==> src/rtl/mem_seq.sv <==
// mem_seq: line-request sequencer in front of the main memory model.
// Runs a writeback, a fill, or a writeback followed by a fill. It issues
// single-cycle read/write pulses and holds the memory address and data until
// memory responds.
// Optional feature macro: MEMSEQ_TIMEOUT_EN adds a wait-state timeout that
// aborts the request with an err pulse.
module mem_seq #(
   parameter int unsigned ADDR_W      = 27,
   parameter int unsigned DATA_W      = 256,
   parameter int unsigned MEM_ENTRIES = 256,
   parameter int unsigned TIMEOUT     = 15
) (
   input  logic                  clk,
   input  logic                  rst,
   input  logic                  req_valid,
   output logic                  req_ready,
   input  logic                  req_wb,
   input  logic                  req_fill,
   input  logic [ADDR_W-1:0]     req_wb_addr,
   input  logic [ADDR_W-1:0]     req_fill_addr,
   input  logic [DATA_W-1:0]     req_wb_data,
   output logic                  fill_valid,
   output logic [DATA_W-1:0]     fill_data,
   output logic [ADDR_W-1:0]     fill_addr,
   output logic                  wb_done,
   output logic                  err,
   output logic [ADDR_W-1:0]     mem_a,
   output logic [DATA_W/8-1:0]   mem_be,
   output logic [DATA_W-1:0]     mem_wd,
   output logic                  mem_write,
   output logic                  mem_read,
   input  logic [DATA_W-1:0]     mem_rd,
   input  logic                  mem_valid,
   input  logic                  mem_ready
);

   localparam int unsigned BE_W  = DATA_W / 8;
   localparam int unsigned CNT_W = 4;

   // Elaboration-time sanity checks on the configuration.
   if (TIMEOUT < 1 || TIMEOUT > (1 << CNT_W)) begin : g_bad_timeout
      $error("mem_seq: TIMEOUT must be in 1..16");
   end
   if ((DATA_W % 8) != 0) begin : g_bad_data_w
      $error("mem_seq: DATA_W must be a multiple of 8");
   end

   typedef enum logic [2:0] {
      S_IDLE     = 3'd0,
      S_WB_ISSUE = 3'd1,
      S_WB_WAIT  = 3'd2,
      S_RD_ISSUE = 3'd3,
      S_RD_WAIT  = 3'd4
   } state_t;

   state_t              state_q, state_d;
   logic                req_ready_q, req_ready_d;
   logic                do_fill_q, do_fill_d;
   logic [ADDR_W-1:0]   rq_fill_addr_q, rq_fill_addr_d;
   logic                fill_valid_q, fill_valid_d;
   logic [DATA_W-1:0]   fill_data_q, fill_data_d;
   logic [ADDR_W-1:0]   fill_addr_q, fill_addr_d;
   logic                wb_done_q, wb_done_d;
   logic                err_q, err_d;
   logic [ADDR_W-1:0]   mem_a_q, mem_a_d;
   logic [BE_W-1:0]     mem_be_q, mem_be_d;
   logic [DATA_W-1:0]   mem_wd_q, mem_wd_d;
   logic                mem_write_q, mem_write_d;
   logic                mem_read_q, mem_read_d;
   logic                addr_bad_c;

`ifdef MEMSEQ_TIMEOUT_EN
   logic [CNT_W-1:0]    wait_cnt_q, wait_cnt_d;
   logic                wait_expired_c;
   assign wait_expired_c = (wait_cnt_q == CNT_W'(TIMEOUT - 1));
`endif

   // Range check on whichever addresses the incoming request actually uses.
   assign addr_bad_c = (req_wb   && (req_wb_addr   >= ADDR_W'(MEM_ENTRIES))) ||
                       (req_fill && (req_fill_addr >= ADDR_W'(MEM_ENTRIES)));

   // Next-state, request latching and registered-output computation.
   always_comb begin
      state_d        = state_q;
      do_fill_d      = do_fill_q;
      rq_fill_addr_d = rq_fill_addr_q;
      fill_data_d    = fill_data_q;
      fill_addr_d    = fill_addr_q;
      mem_a_d        = mem_a_q;
      mem_be_d       = mem_be_q;
      mem_wd_d       = mem_wd_q;
      fill_valid_d   = 1'b0;
      wb_done_d      = 1'b0;
      err_d          = 1'b0;
      mem_write_d    = 1'b0;
      mem_read_d     = 1'b0;
`ifdef MEMSEQ_TIMEOUT_EN
      wait_cnt_d     = wait_cnt_q;
`endif

      case (state_q)
         S_IDLE: begin
            if (req_valid && req_ready_q) begin
               do_fill_d      = req_fill;
               rq_fill_addr_d = req_fill_addr;
               if ((!req_wb && !req_fill) || addr_bad_c) begin
                  err_d = 1'b1;
               end else if (req_wb) begin
                  state_d     = S_WB_ISSUE;
                  mem_write_d = 1'b1;
                  mem_a_d     = req_wb_addr;
                  mem_wd_d    = req_wb_data;
                  mem_be_d    = {BE_W{1'b1}};
               end else begin
                  state_d    = S_RD_ISSUE;
                  mem_read_d = 1'b1;
                  mem_a_d    = req_fill_addr;
                  mem_be_d   = '0;
               end
            end
         end

         S_WB_ISSUE: begin
            state_d = S_WB_WAIT;
`ifdef MEMSEQ_TIMEOUT_EN
            wait_cnt_d = '0;
`endif
         end

         S_WB_WAIT: begin
            if (mem_ready) begin
               if (do_fill_q) begin
                  state_d    = S_RD_ISSUE;
                  mem_read_d = 1'b1;
                  mem_a_d    = rq_fill_addr_q;
                  mem_be_d   = '0;
               end else begin
                  state_d   = S_IDLE;
                  wb_done_d = 1'b1;
               end
            end
`ifdef MEMSEQ_TIMEOUT_EN
            else if (wait_expired_c) begin
               state_d = S_IDLE;
               err_d   = 1'b1;
            end else begin
               wait_cnt_d = wait_cnt_q + CNT_W'(1);
            end
`endif
         end

         S_RD_ISSUE: begin
            state_d = S_RD_WAIT;
`ifdef MEMSEQ_TIMEOUT_EN
            wait_cnt_d = '0;
`endif
         end

         S_RD_WAIT: begin
            if (mem_valid) begin
               state_d      = S_IDLE;
               fill_valid_d = 1'b1;
               fill_data_d  = mem_rd;
               fill_addr_d  = rq_fill_addr_q;
            end
`ifdef MEMSEQ_TIMEOUT_EN
            else if (wait_expired_c) begin
               state_d = S_IDLE;
               err_d   = 1'b1;
            end else begin
               wait_cnt_d = wait_cnt_q + CNT_W'(1);
            end
`endif
         end

         default: state_d = S_IDLE;
      endcase

      req_ready_d = (state_d == S_IDLE);
   end

   // State and output registers with synchronous reset.
   always_ff @(posedge clk) begin
      if (rst) begin
         state_q        <= S_IDLE;
         req_ready_q    <= 1'b0;
         do_fill_q      <= 1'b0;
         rq_fill_addr_q <= '0;
         fill_valid_q   <= 1'b0;
         fill_data_q    <= '0;
         fill_addr_q    <= '0;
         wb_done_q      <= 1'b0;
         err_q          <= 1'b0;
         mem_a_q        <= '0;
         mem_be_q       <= '0;
         mem_wd_q       <= '0;
         mem_write_q    <= 1'b0;
         mem_read_q     <= 1'b0;
`ifdef MEMSEQ_TIMEOUT_EN
         wait_cnt_q     <= '0;
`endif
      end else begin
         state_q        <= state_d;
         req_ready_q    <= req_ready_d;
         do_fill_q      <= do_fill_d;
         rq_fill_addr_q <= rq_fill_addr_d;
         fill_valid_q   <= fill_valid_d;
         fill_data_q    <= fill_data_d;
         fill_addr_q    <= fill_addr_d;
         wb_done_q      <= wb_done_d;
         err_q          <= err_d;
         mem_a_q        <= mem_a_d;
         mem_be_q       <= mem_be_d;
         mem_wd_q       <= mem_wd_d;
         mem_write_q    <= mem_write_d;
         mem_read_q     <= mem_read_d;
`ifdef MEMSEQ_TIMEOUT_EN
         wait_cnt_q     <= wait_cnt_d;
`endif
      end
   end

   assign req_ready  = req_ready_q;
   assign fill_valid = fill_valid_q;
   assign fill_data  = fill_data_q;
   assign fill_addr  = fill_addr_q;
   assign wb_done    = wb_done_q;
   assign err        = err_q;
   assign mem_a      = mem_a_q;
   assign mem_be     = mem_be_q;
   assign mem_wd     = mem_wd_q;
   assign mem_write  = mem_write_q;
   assign mem_read   = mem_read_q;

endmodule

==> config.mk <==
export PLATFORM = sky130hd
export DESIGN_NAME = mem_seq
export DESIGN_NICKNAME = d
export VERILOG_FILES = /design/src/rtl/mem_seq.sv
export SDC_FILE = /design/constraint.sdc
export NUM_CORES = 1
export LEC_CHECK = 0
export BUFFER_PORTS_ARGS = -buffer_cell sky130_fd_sc_hd__buf_2
export CAP_MARGIN = 40
export CORE_AREA = 2 2 464 466
export CTS_CLUSTER_DIAMETER = 120
export DETAILED_ROUTE_END_ITERATION = 6
export DIE_AREA = 0 0 466 468
export GPL_TIMING_DRIVEN = 0
export HOLD_SLACK_MARGIN = 0.08
export PLACE_DENSITY = 0.32
export SYNTH_ARGS = -nofsm -noshare
export SYNTH_HDL_FRONTEND = slang
export SYNTH_SLANG_ARGS = --single-unit
==> constraint.sdc <==
create_clock -name clk -period 2.7 [get_ports clk]
set_clock_uncertainty 0.15 [all_clocks]
set_input_delay 0.81 -clock clk [delete_from_list [all_inputs] [get_ports clk]]
set_output_delay 0.81 -clock clk [all_outputs]
set_load 0.01 [all_outputs]
==> results of run 1 <==
[through the flow]
stage / instances / cell area [um2]
floorplan: 2735 / 24500
detailed placement: 6763 / 34200
global route: 6955 / 37400
finish: 6967 / 37500
CTS: 6950 / 37400
global placement: 6748 / 34000
[placed cells by master (no fill, tap or decap), types with 3 or more instances in the layout]
cell and count:
a211o_1 27, a21oi_1 313, buf_1 6, buf_12 23
buf_2 1182, buf_4 34, buf_6 8, buf_8 10
bufinv_16 4, clkbuf_1 158, clkbuf_16 87, clkbuf_2 28
clkbuf_8 16, clkinv_16 3, clkinv_2 14, clkinv_4 3
dfxtp_1 603, diode_2 17, dlygate4sd3_1 33, inv_1 4
mux2i_1 311, nand2_1 627, nand2b_1 541, nand3_1 5
nor2_1 31, nor3_1 3, nor4_1 10
[where the power goes]
part	total, mW	leakage [nW]	switching (mW)	internal, mW
clock	11.7	1.40	4.90	6.81
sequential	8.97	4.87	0.0314	8.94
combinational	1.32	9.40	0.701	0.623
total	22.0	15.7	5.63	16.4
[cell usage after synthesis (all sizes together)]
cell,number
o21ai,1
buf,73
o22ai,1
a211o,27
a21oi,313
nand3,5
dfxtp,604
a32oi,1
nor3,3
nor2,32
clkbuf,166
nor4,10
inv,4
nand4b,1
o211ai,1
nor2b,2
nor4b,2
nand2b,541
or3,1
nand2,627
or2,1
and3b,1
and2,1
nand4,1
o221ai,1
mux2i,311
o31ai,1
nor3b,1
a211oi,1
and3,1
[sequential cells by signal, indices dropped and copies added (netlist names)]
signal / flops
mem_read: 1
mem_be: 1
fill_valid: 1
fill_data: 256
err: 1
rq_fill_addr_q: 27
do_fill_q: 1
state_q: 3
mem_wd: 256
wb_done: 1
mem_a: 27
fill_addr: 27
mem_write: 1
req_ready: 1
[cells by family after synthesis]
kind of cell / synth area share
and+or+nand+nor: 0.247
DFF: 0.493
AOI/OAI and AO/OA: 0.0755
muxes: 0.127
buffers and inverters: 0.0585
[metal layers]
| metal | vias to the layer above | GRT usage | routed length [um] |
|---|---|---|---|
| met5 | - | 0 | 54 |
| met4 | 8 | 0.0421 | 4140 |
| met3 | 186 | 0.0500 | 14300 |
| met2 | 973 | 0.243 | 76800 |
| met1 | 11100 | 0.142 | 57100 |
| li1 | 11500 | - | - |
[how the worst max path moves through the flow]
stage	slack, ns	start	endpoint	cells after the start
after floorplan	0.22	req_fill_addr[26]	mem_wd[225]	8
after global placement	-3.36	rst	fill_data[167]	6
after detailed placement	-1.30	rst	fill_data[226]	8
after CTS	0.004	rst	fill_valid	9
after global routing	0.0005	req_fill_addr[26]	mem_wd[234]	9
final	0.08	rst	mem_wd[128]	6
[area by class of cell]
cell class | count | area [um2] | share of cell area
clock inverter | 31 | 392 | 0.0105
antenna | 17 | 42.5 | 0.00114
sequential | 604 | 12100 | 0.323
timing repair buffer | 1223 | 6420 | 0.171
inverter | 4 | 15.0 | 0.000401
clock buffer | 125 | 2480 | 0.0662
tap | 2838 | 3550 | 0.0948
multi-input combinational | 1888 | 11000 | 0.294
buffer | 237 | 1450 | 0.0388
[worst reg2reg max path: stages, from the launching register on]
cell and delay (ns):
dfxtp_1 0.37, nor2_2 0.19, and3_1 0.34, clkbuf_2 0.38
clkbuf_1 0.51, nand2_1 0.33, a21oi_1 0.19
[repair_timing]
item	4_1_cts	5_1_grt
setup endpoints to repair	333	246
endpoints found under the hold margin	33	0
hold buffers	33	0
resized for setup	16	27
==> run metrics, run 1 <==
status=complete, no violations; Chip Width=466 um; final hold viol count=0; Core Footprint=213,000 um2; Slowest-stage cell, CP=clkbuf_1; Final Core Density=0.176; Vias=23,800; Worst EP arrival=3.06 ns; Worst path top cell family by delay=buffers and inverters; Hold Path Stages=3; Synth Net Count=3,308; first-pass GRT wire length=203 mm; final setup margin=0.0802 ns; detailed-route DRC error count=0; GRT Resource Usage Total=0.134; Worst Hold Path EP=fill_data[96]; Die H=468 um; Seq cells post-synth=between 600 and 700; pre-CTS WS=-1.30 ns; share of the synthesized area in the top cell type=0.493; Worst Hold Class=in -> reg; Critical R2R Launch=state_q[0]; crit path cell chain=clkbuf_1, buf_8, clkbuf_1, clkbuf_1, nand2b_1, mux2i_1; clock-pin slew on the worst setup and hold paths=0.06 ns; Max Freq=about 380 MHz; Die ar.=218,000 um2; DRT Pass-1 Iters=5; Hold Crit Start=mem_rd[96]; worst reg2reg setup slack=roughly 0.18 ns; sequential area share after synthesis=0.493; wire per inst=21.9 um; synth-to-layout area growth=52.7%; Root Buffer=clkbuf_16; Power Density=between 500 and 600 nW/um2; Max Cap Viol=0; vias per cell=roughly 3.4; initial antenna violation count=43; Slew @ Worst Pin=0.817 ns; Worst slew margin=0.456; worst r2r dst=fill_data[198]; Crit path top cell by count=clkbuf_1; Synth cell types=34; synth top area cells=dfxtp_1 49%, nand2b_1 14%, mux2i_1 13%, nand2_1 9.6%, a21oi_1 6.4%; vias in the first global route=24,400; Synth Area per Inst=8.98 um2; largest net degree at the start of global routing=28; clock latency on the worst-skew pair=0.72 ns; DRT Wirelength=152 mm; Setup-failing EPs final=0; CTS Sinks=604; CTS tree=yes; setup_tns=0 ns; min Tclk post-route=2.62 ns; Tot Pwr=between 20 and 25 mW; Post-Syn Area=about 25,000 um2; Initial DRC Count=around 800; CP Max Fanout=10; H-Tree Depth=3; CP bufs+invs=4; Tcrit/Tclk final=0.970; Crit path required time=3.14 ns; Num CTS Buffers=86; hpwl dp=128 mm; top cell type by total area after synthesis=dfxtp_1; count of nets after finishing=4,617; Initial Util=0.115; fill count=24,300; I/O pins=around 1,200; FF-to-FF path depth=6; Startpoint Class=primary input; final hold slack=0.190 ns; row count=170; Leak Pwr=15.7 nW; Worst VDD drop=516 uV; critical path class=in -> reg; DRT antenna net count=0; CTS Buffer Depth=3; biggest cell delay along the critical path=0.60 ns; Mapped Cells=2,735; share of cells above drive strength 1=0.346; Post CTS Setup Buffer Count=0; port bufs=1,175; grt ovf=0; fin. max-slew vios=0; Final GP Congestion=0.872; unrepaired setup endpoints after global routing=false; critical path capture point type=flop; Synth Warn #=0
No activity file was read; power rests on OpenSTA's default activity.
==> inputs of run 2 (changes only) <==
- CORE_AREA: 2 2 464 466 -> 2 2 455 457
- DIE_AREA: 0 0 466 468 -> 0 0 457 459
==> run metrics, run 2 (synthesis gave the netlist of run 1 again) <==
DRT Pass-1 Iters=5 (unchanged); Root Buffer=clkbuf_16; pre-CTS WS=-1.11 ns (+0.185 ns); largest net degree at the start of global routing=29 (+3.6%); Worst slew margin=0.516 (+0.0600); vias in the first global route=24,100 (-1.1%); worst reg2reg setup slack=0.29 ns (+0.11 ns); placed cell areas=34,000 um2 (-0.68%); Initial Util=0.119 (+0.00433); commonest non-fill, non-tap cell in the layout=buf_2; CTS tree=yes; Chip Width=457 um (-1.9%); grt ovf=0 (unchanged); Hold Crit Start=mem_rd[153]; worst r2r dst=mem_wd[249]; FF-to-FF path depth=8 (+2); share of cells above drive strength 1=0.345 (-0.00113); Post CTS Setup Buffer Count=0 (unchanged); CP bufs+invs=4 (unchanged); Power Density=594 nW/um2 (+1.2%); biggest cell delay along the critical path=0.37 ns (-0.23 ns); clock latency on the worst-skew pair=0.71 ns (about the same); port bufs=1,175 (unchanged); critical path class=in -> reg; final instance area=37,000 um2 (-1.2%); H-Tree Depth=3 (unchanged); Setup-failing EPs final=0 (unchanged); hpwl dp=124 mm (-3.5%); Tcrit/Tclk final=0.935 (-0.0353); vias per cell=3.48 (+1.9%); Slowest-stage cell, CP=nor4_2; Worst VDD drop=427 uV (-17%); Critical R2R Launch=state_q[0]; non-filler instance count after layout=6,799 (-2.4%); Worst Hold Path EP=fill_data[153]; wire per inst=21.8 um (-0.20%); final hold viol count=0 (unchanged); fill count=23,400 (-3.7%); Worst Hold Class=in -> reg; GRT Resource Usage Total=0.136 (+0.00238); Max Freq=396 MHz (+3.8%); setup_tns=0 ns (unchanged); critical path capture point type=flop; first-pass GRT wire length=201 mm (-1.4%); clock-pin slew on the worst setup and hold paths=0.06 ns (about the same); Final GP Congestion=0.835 (-4.3%); crit path cell chain=buf_2, nor4_2, nand3_1, o31ai_2, nor3b_2, buf_4, buf_6, buf_6, mux2i_1; synth-to-layout area growth=50.8%; Tot Pwr=22.0 mW (about the same); initial antenna violation count=43 (unchanged); Vias=23,600 (-0.61%); Max Cap Viol=0 (unchanged); fin. max-slew vios=0 (unchanged); count of nets after finishing=4,596 (-0.45%); placed cell count=6,624 (-2.1%); Initial DRC Count=870 (+9.3%); Worst path top cell family by delay=buffers and inverters; Die ar.=210,000 um2 (-3.8%); Startpoint Class=primary input; Core Footprint=206,000 um2 (-3.6%); Worst EP arrival=3.00 ns (-0.06 ns); Crit path required time=3.17 ns (+0.03 ns); most frequent cells in the layout=1,182 x buf_2, 627 x nand2_1, 603 x dfxtp_1, 541 x nand2b_1, 313 x a21oi_1; CTS Buffer Depth=3 (unchanged); CP Max Fanout=10 (unchanged); detailed-route DRC error count=0 (unchanged); status=complete, no violations; row count=167 (-1.8%); DRT Wirelength=148 mm (-2.6%); Leak Pwr=15.5 nW (-0.88%); final setup margin=0.176 ns (+0.0954 ns); Hold Path Stages=3 (unchanged); min Tclk post-route=2.52 ns (-0.0954 ns); Die H=459 um (-1.9%); I/O pins=1,177 (unchanged); DRT antenna net count=0 (unchanged); CTS Sinks=604 (unchanged); unrepaired setup endpoints after global routing=false; Crit path top cell by count=buf_6; Slew @ Worst Pin=0.727 ns (-0.0900 ns); Num CTS Buffers=86 (unchanged)
## run 2: how the worst max path moves through the flow
| stage | from | end | depth (start not counted) |
|---|---|---|---|
| 2_1_floorplan | req_fill_addr[26] | mem_wd[225] | 8 |
| 3_3_place_gp | rst | fill_data[255] | 6 |
| 3_5_place_dp | rst | fill_data[198] | 8 |
| 4_1_cts | state_q[0] | fill_data[18] | 8 |
| 5_1_grt | rst | fill_data[11] | 7 |
| 6_report | req_fill_addr[26] | mem_wd[249] | 9 |
## run 2: per-layer routing
metal  wire, um  vias up  global-route usage  share of wire
li1           -    11500                   -              -
met1      55800    11000               0.143           0.38
met2      75400      915               0.248           0.51
met3      13000      214              0.0531          0.088
met4       4090       22              0.0447          0.028
met5        154        -                   0         0.0010
## run 2: layout make-up
cell class                 count  area, um2  share of cell area
tap                         2704       3380              0.0914
clock buffer                 118       2420              0.0655
buffer                       238       1450              0.0391
sequential                   604      12100               0.327
timing repair buffer        1201       6180               0.167
multi-input combinational   1888      11000               0.298
inverter                       4       15.0            0.000406
clock inverter                29        402              0.0108
antenna                       13       32.5            0.000879
## run 2: report_power, final
part / total (mW) / switching, mW / leakage, nW / internal (mW)
Sequential: 8.98 / 0.0321 / 4.87 / 8.94
Clock: 11.7 / 4.78 / 1.39 / 6.96
Combinational: 1.28 / 0.680 / 9.27 / 0.602
## run 2: stage by stage
stage | hold WS (ns) | util
2_1_floorplan | 0.294 | -
3_3_place_gp | 0.290 | 0.164
3_5_place_dp | 0.293 | 0.165
4_1_cts | 0.0803 | 0.180
5_1_grt | 0.125 | 0.180
6_report | 0.194 | 0.180
## run 2: what timing repair did
action	4_1_cts	5_1_grt
gates resized for setup	15	19
endpoints found under the hold margin	16	0
setup endpoints to repair	310	197
hold buffers	16	0
## run 2: worst reg2reg max path: stages, from the launching register on
cell     delay [ns]
dfxtp_1        0.37
nor2_2         0.21
nand4_1        0.19
o31ai_2        0.27
nor3b_2        0.22
buf_4          0.22
buf_6          0.24
buf_6          0.24
mux2i_1        0.21
==> inputs of run 3 (changes only) <==
- ABC_AREA: unset -> 1
- CORE_AREA: 2 2 455 457 -> 2 2 453 455
- DIE_AREA: 0 0 457 459 -> 0 0 455 457
==> run metrics, run 3 <==
Die H=457 um (-0.44%); share of the synthesized area in the top cell type=0.506 (+0.0136); commonest cells in the netlist=640 x nand2_1, 604 x dfxtp_1, 587 x nor2_1; setup_tns=0 ns (unchanged); GRT Resource Usage Total=0.165 (+0.0288); Leak Pwr=18.2 nW (+17%); Tot Pwr=22.2 mW (+1.0%); final hold viol count=0 (unchanged); Mapped Cells=3,353 (+23%); Worst slew margin=0.436 (-0.0793); ys flop type=dfxtp_1; Worst path top cell family by delay=buffers and inverters; clock share of power=0.525 (-0.009); placed cell areas=33,400 um2 (-1.8%); CP Max Fanout=11 (+1); final hold slack=0.170 ns (-0.0247 ns); final setup margin=0.148 ns (-0.0275 ns); placed cell count=7,237 (+9.3%); Final GP Congestion=0.957 (+15%); synth top area cells=dfxtp_1 51%, nand2_1 10%, nor2_1 9.2%, inv_1 8.7%, a21oi_1 7.2%; biggest cell delay along the critical path=0.36 ns (about the same); Post CTS Setup Buffer Count=0 (unchanged); clock latency on the worst-skew pair=0.73 ns (+0.02 ns); Core Footprint=203,000 um2 (-1.1%); non-filler instance count after layout=7,465 (+9.8%); Sw Share=0.265 (+0.0150); Tcrit/Tclk final=0.945 (+0.0102); pre-CTS WS=-0.849 ns (+0.266 ns); Startpoint Class=flop; vias in the first global route=25,200 (+4.7%); Final Core Density=0.180 (+0.000379); Die ar.=208,000 um2 (-0.87%); DRT Wirelength=179 mm (+20%); vias per cell=3.54 (+1.8%); critical path class=reg -> reg; hpwl dp=153 mm (+23%); Max Cap Viol=0 (unchanged); clock-pin slew on the worst setup and hold paths=0.06 ns (about the same); Worst Hold Class=in -> reg; Slew @ Worst Pin=0.845 ns (+0.119 ns); count leader, synth=nand2_1; CTS Buffer Depth=3 (unchanged); Num CTS Buffers=86 (unchanged); CTS tree=yes; status=complete, no violations; largest net degree at the start of global routing=19 (-34%); count of nets after finishing=5,240 (+14%); initial antenna violation count=125 (+190%); first-pass GRT wire length=232 mm (+16%); Vias=26,400 (+12%); unrepaired setup endpoints after global routing=false; Hold Path Stages=3 (unchanged); Internal Power=16.3 mW (-1.0%); commonest non-fill, non-tap cell in the layout=buf_2; min Tclk post-route=2.55 ns (+0.0275 ns); Worst EP arrival=3.00 ns (about the same); Seq pwr share=0.408 (about the same); CTS Sinks=604 (unchanged); FF-to-FF path depth=9 (+1); sequential area share after synthesis=0.506 (+0.0136); Setup-failing EPs final=0 (unchanged); H-Tree Depth=3 (unchanged); Synth Warn #=0 (unchanged); Synth Net Count=3,926 (+19%); Initial Util=0.117 (-0.00192); fin. max-slew vios=0 (unchanged); port bufs=1,175 (unchanged); Psw=5.88 mW (+7.1%); DRT Pass-1 Iters=5 (unchanged); combinational share of power=0.067 (+0.009); Worst VDD drop=462 uV (+8.1%); Seq cells post-synth=604 (unchanged); post-synthesis async set-or-reset flop share=0 (unchanged); crit path cell chain=nor2_4, nand4_4, inv_4, nand4_2, buf_6, buf_2, clkbuf_4, nor2_1, nor2_1; Synth Area per Inst=7.12 um2 (-21%); Power Density=606 nW/um2 (+1.9%); detailed-route DRC error count=0 (unchanged); Root Buffer=clkbuf_16; share of cells above drive strength 1=0.307 (-0.0380); Crit path required time=3.15 ns (-0.02 ns); EDFF count, synth=0 (unchanged); Crit path depth=9 (unchanged); Crit path top cell by count=nor2_1; synth-to-layout area growth=53.6%; I/O pins=1,177 (unchanged); row count=166 (-0.60%); DRT antenna net count=0 (unchanged); CP bufs+invs=4 (unchanged); final instance area=36,700 um2 (-0.90%); Synth cell types=25 (-26%); Initial DRC Count=1,448 (+66%); grt ovf=0 (unchanged); critical path capture point type=flop; wire per inst=23.9 um (+9.7%); Slowest-stage cell, CP=dfxtp_1; Chip Width=455 um (-0.44%); Max Freq=392 MHz (-1.1%); top cell type by total area after synthesis=dfxtp_1; most frequent cells in the layout=1,201 x buf_2, 640 x nand2_1, 603 x dfxtp_1, 580 x nor2_1, 554 x inv_1; Post-Syn Area=23,900 um2 (-2.7%)
-- run 3: cell count changes in the layout (fill, tap and decap cells not counted), moves of 21 or more --
| cell | change |
|---|---|
| inv_1 | +550 |
| nor2_1 | +549 |
| nand2b_1 | -541 |
| mux2i_1 | -311 |
| o21ai_0 | +280 |
| buf_6 | +39 |
| diode_2 | +31 |
| a21oi_1 | +29 |
| nand3b_1 | +28 |
| a211o_1 | -27 |
| buf_12 | -23 |
| a31oi_1 | +21 |
-- run 3: worst reg2reg max path: cells and delay by family, from the launching register on --
kind | cells | cell delay (ns)
and+or+nand+nor | 5 | 0.95
DFF | 1 | 0.36
buffers and inverters | 4 | 0.98
-- run 3: final timing paths --
kind              startpoint            end  slack (ns)
max               state_q[0]    mem_wd[237]        0.15
min          req_wb_data[99]     mem_wd[99]        0.17
max reg2reg       state_q[0]    mem_wd[237]        0.15
min reg2reg    fill_data[94]  fill_data[94]        0.29
-- run 3: power by group through the flow --
stage               Sequential, mW  Clock [mW]  Combinational, mW
global route                  9.07        12.4               1.63
floorplan                     9.27           0              0.458
detailed placement            9.26           0               1.46
global placement              9.26           0               1.45
CTS                           9.07        12.2               1.52
finish                        9.06        11.7               1.48
-- run 3: area by class of cell --
type / count / area (um2)
tap: 2688 / 3360
buffer: 244 / 1350
multi-input combinational: 1948 / 8430
clock buffer: 122 / 2460
antenna: 44 / 110
clock inverter: 32 / 383
timing repair buffer: 1226 / 6410
fill: 23600 / 167000
sequential: 604 / 12100
inverter: 557 / 2090
-- run 3: timing repair --
action / in CTS / in global routing
cloned: 0 / 0
hold buffers: 30 / 0
endpoints found under the setup margin: 126 / 23
resized for setup: 34 / 3
endpoints found under the hold margin: 30 / 0
pin swaps: 0 / 1
-- run 3: per-layer routing --
metal | track usage | up-vias | part of all wire
met4 | 0.0449 | 60 | 0.024
li1 | - | 12800 | -
met3 | 0.0445 | 257 | 0.080
met1 | 0.210 | 12300 | 0.43
met5 | 0 | - | 0.0020
met2 | 0.272 | 969 | 0.46
-- run 3: kinds of logic (layout without fill, tap and decap cells) --
group | Yosys count | after routing | synth area share
simple gates | 1281 | 1281 | 0.208
flops | 604 | 604 | 0.506
compound gates | 667 | 667 | 0.142
other cells | 0 | 44 | 0
buf+inv | 801 | 2181 | 0.144
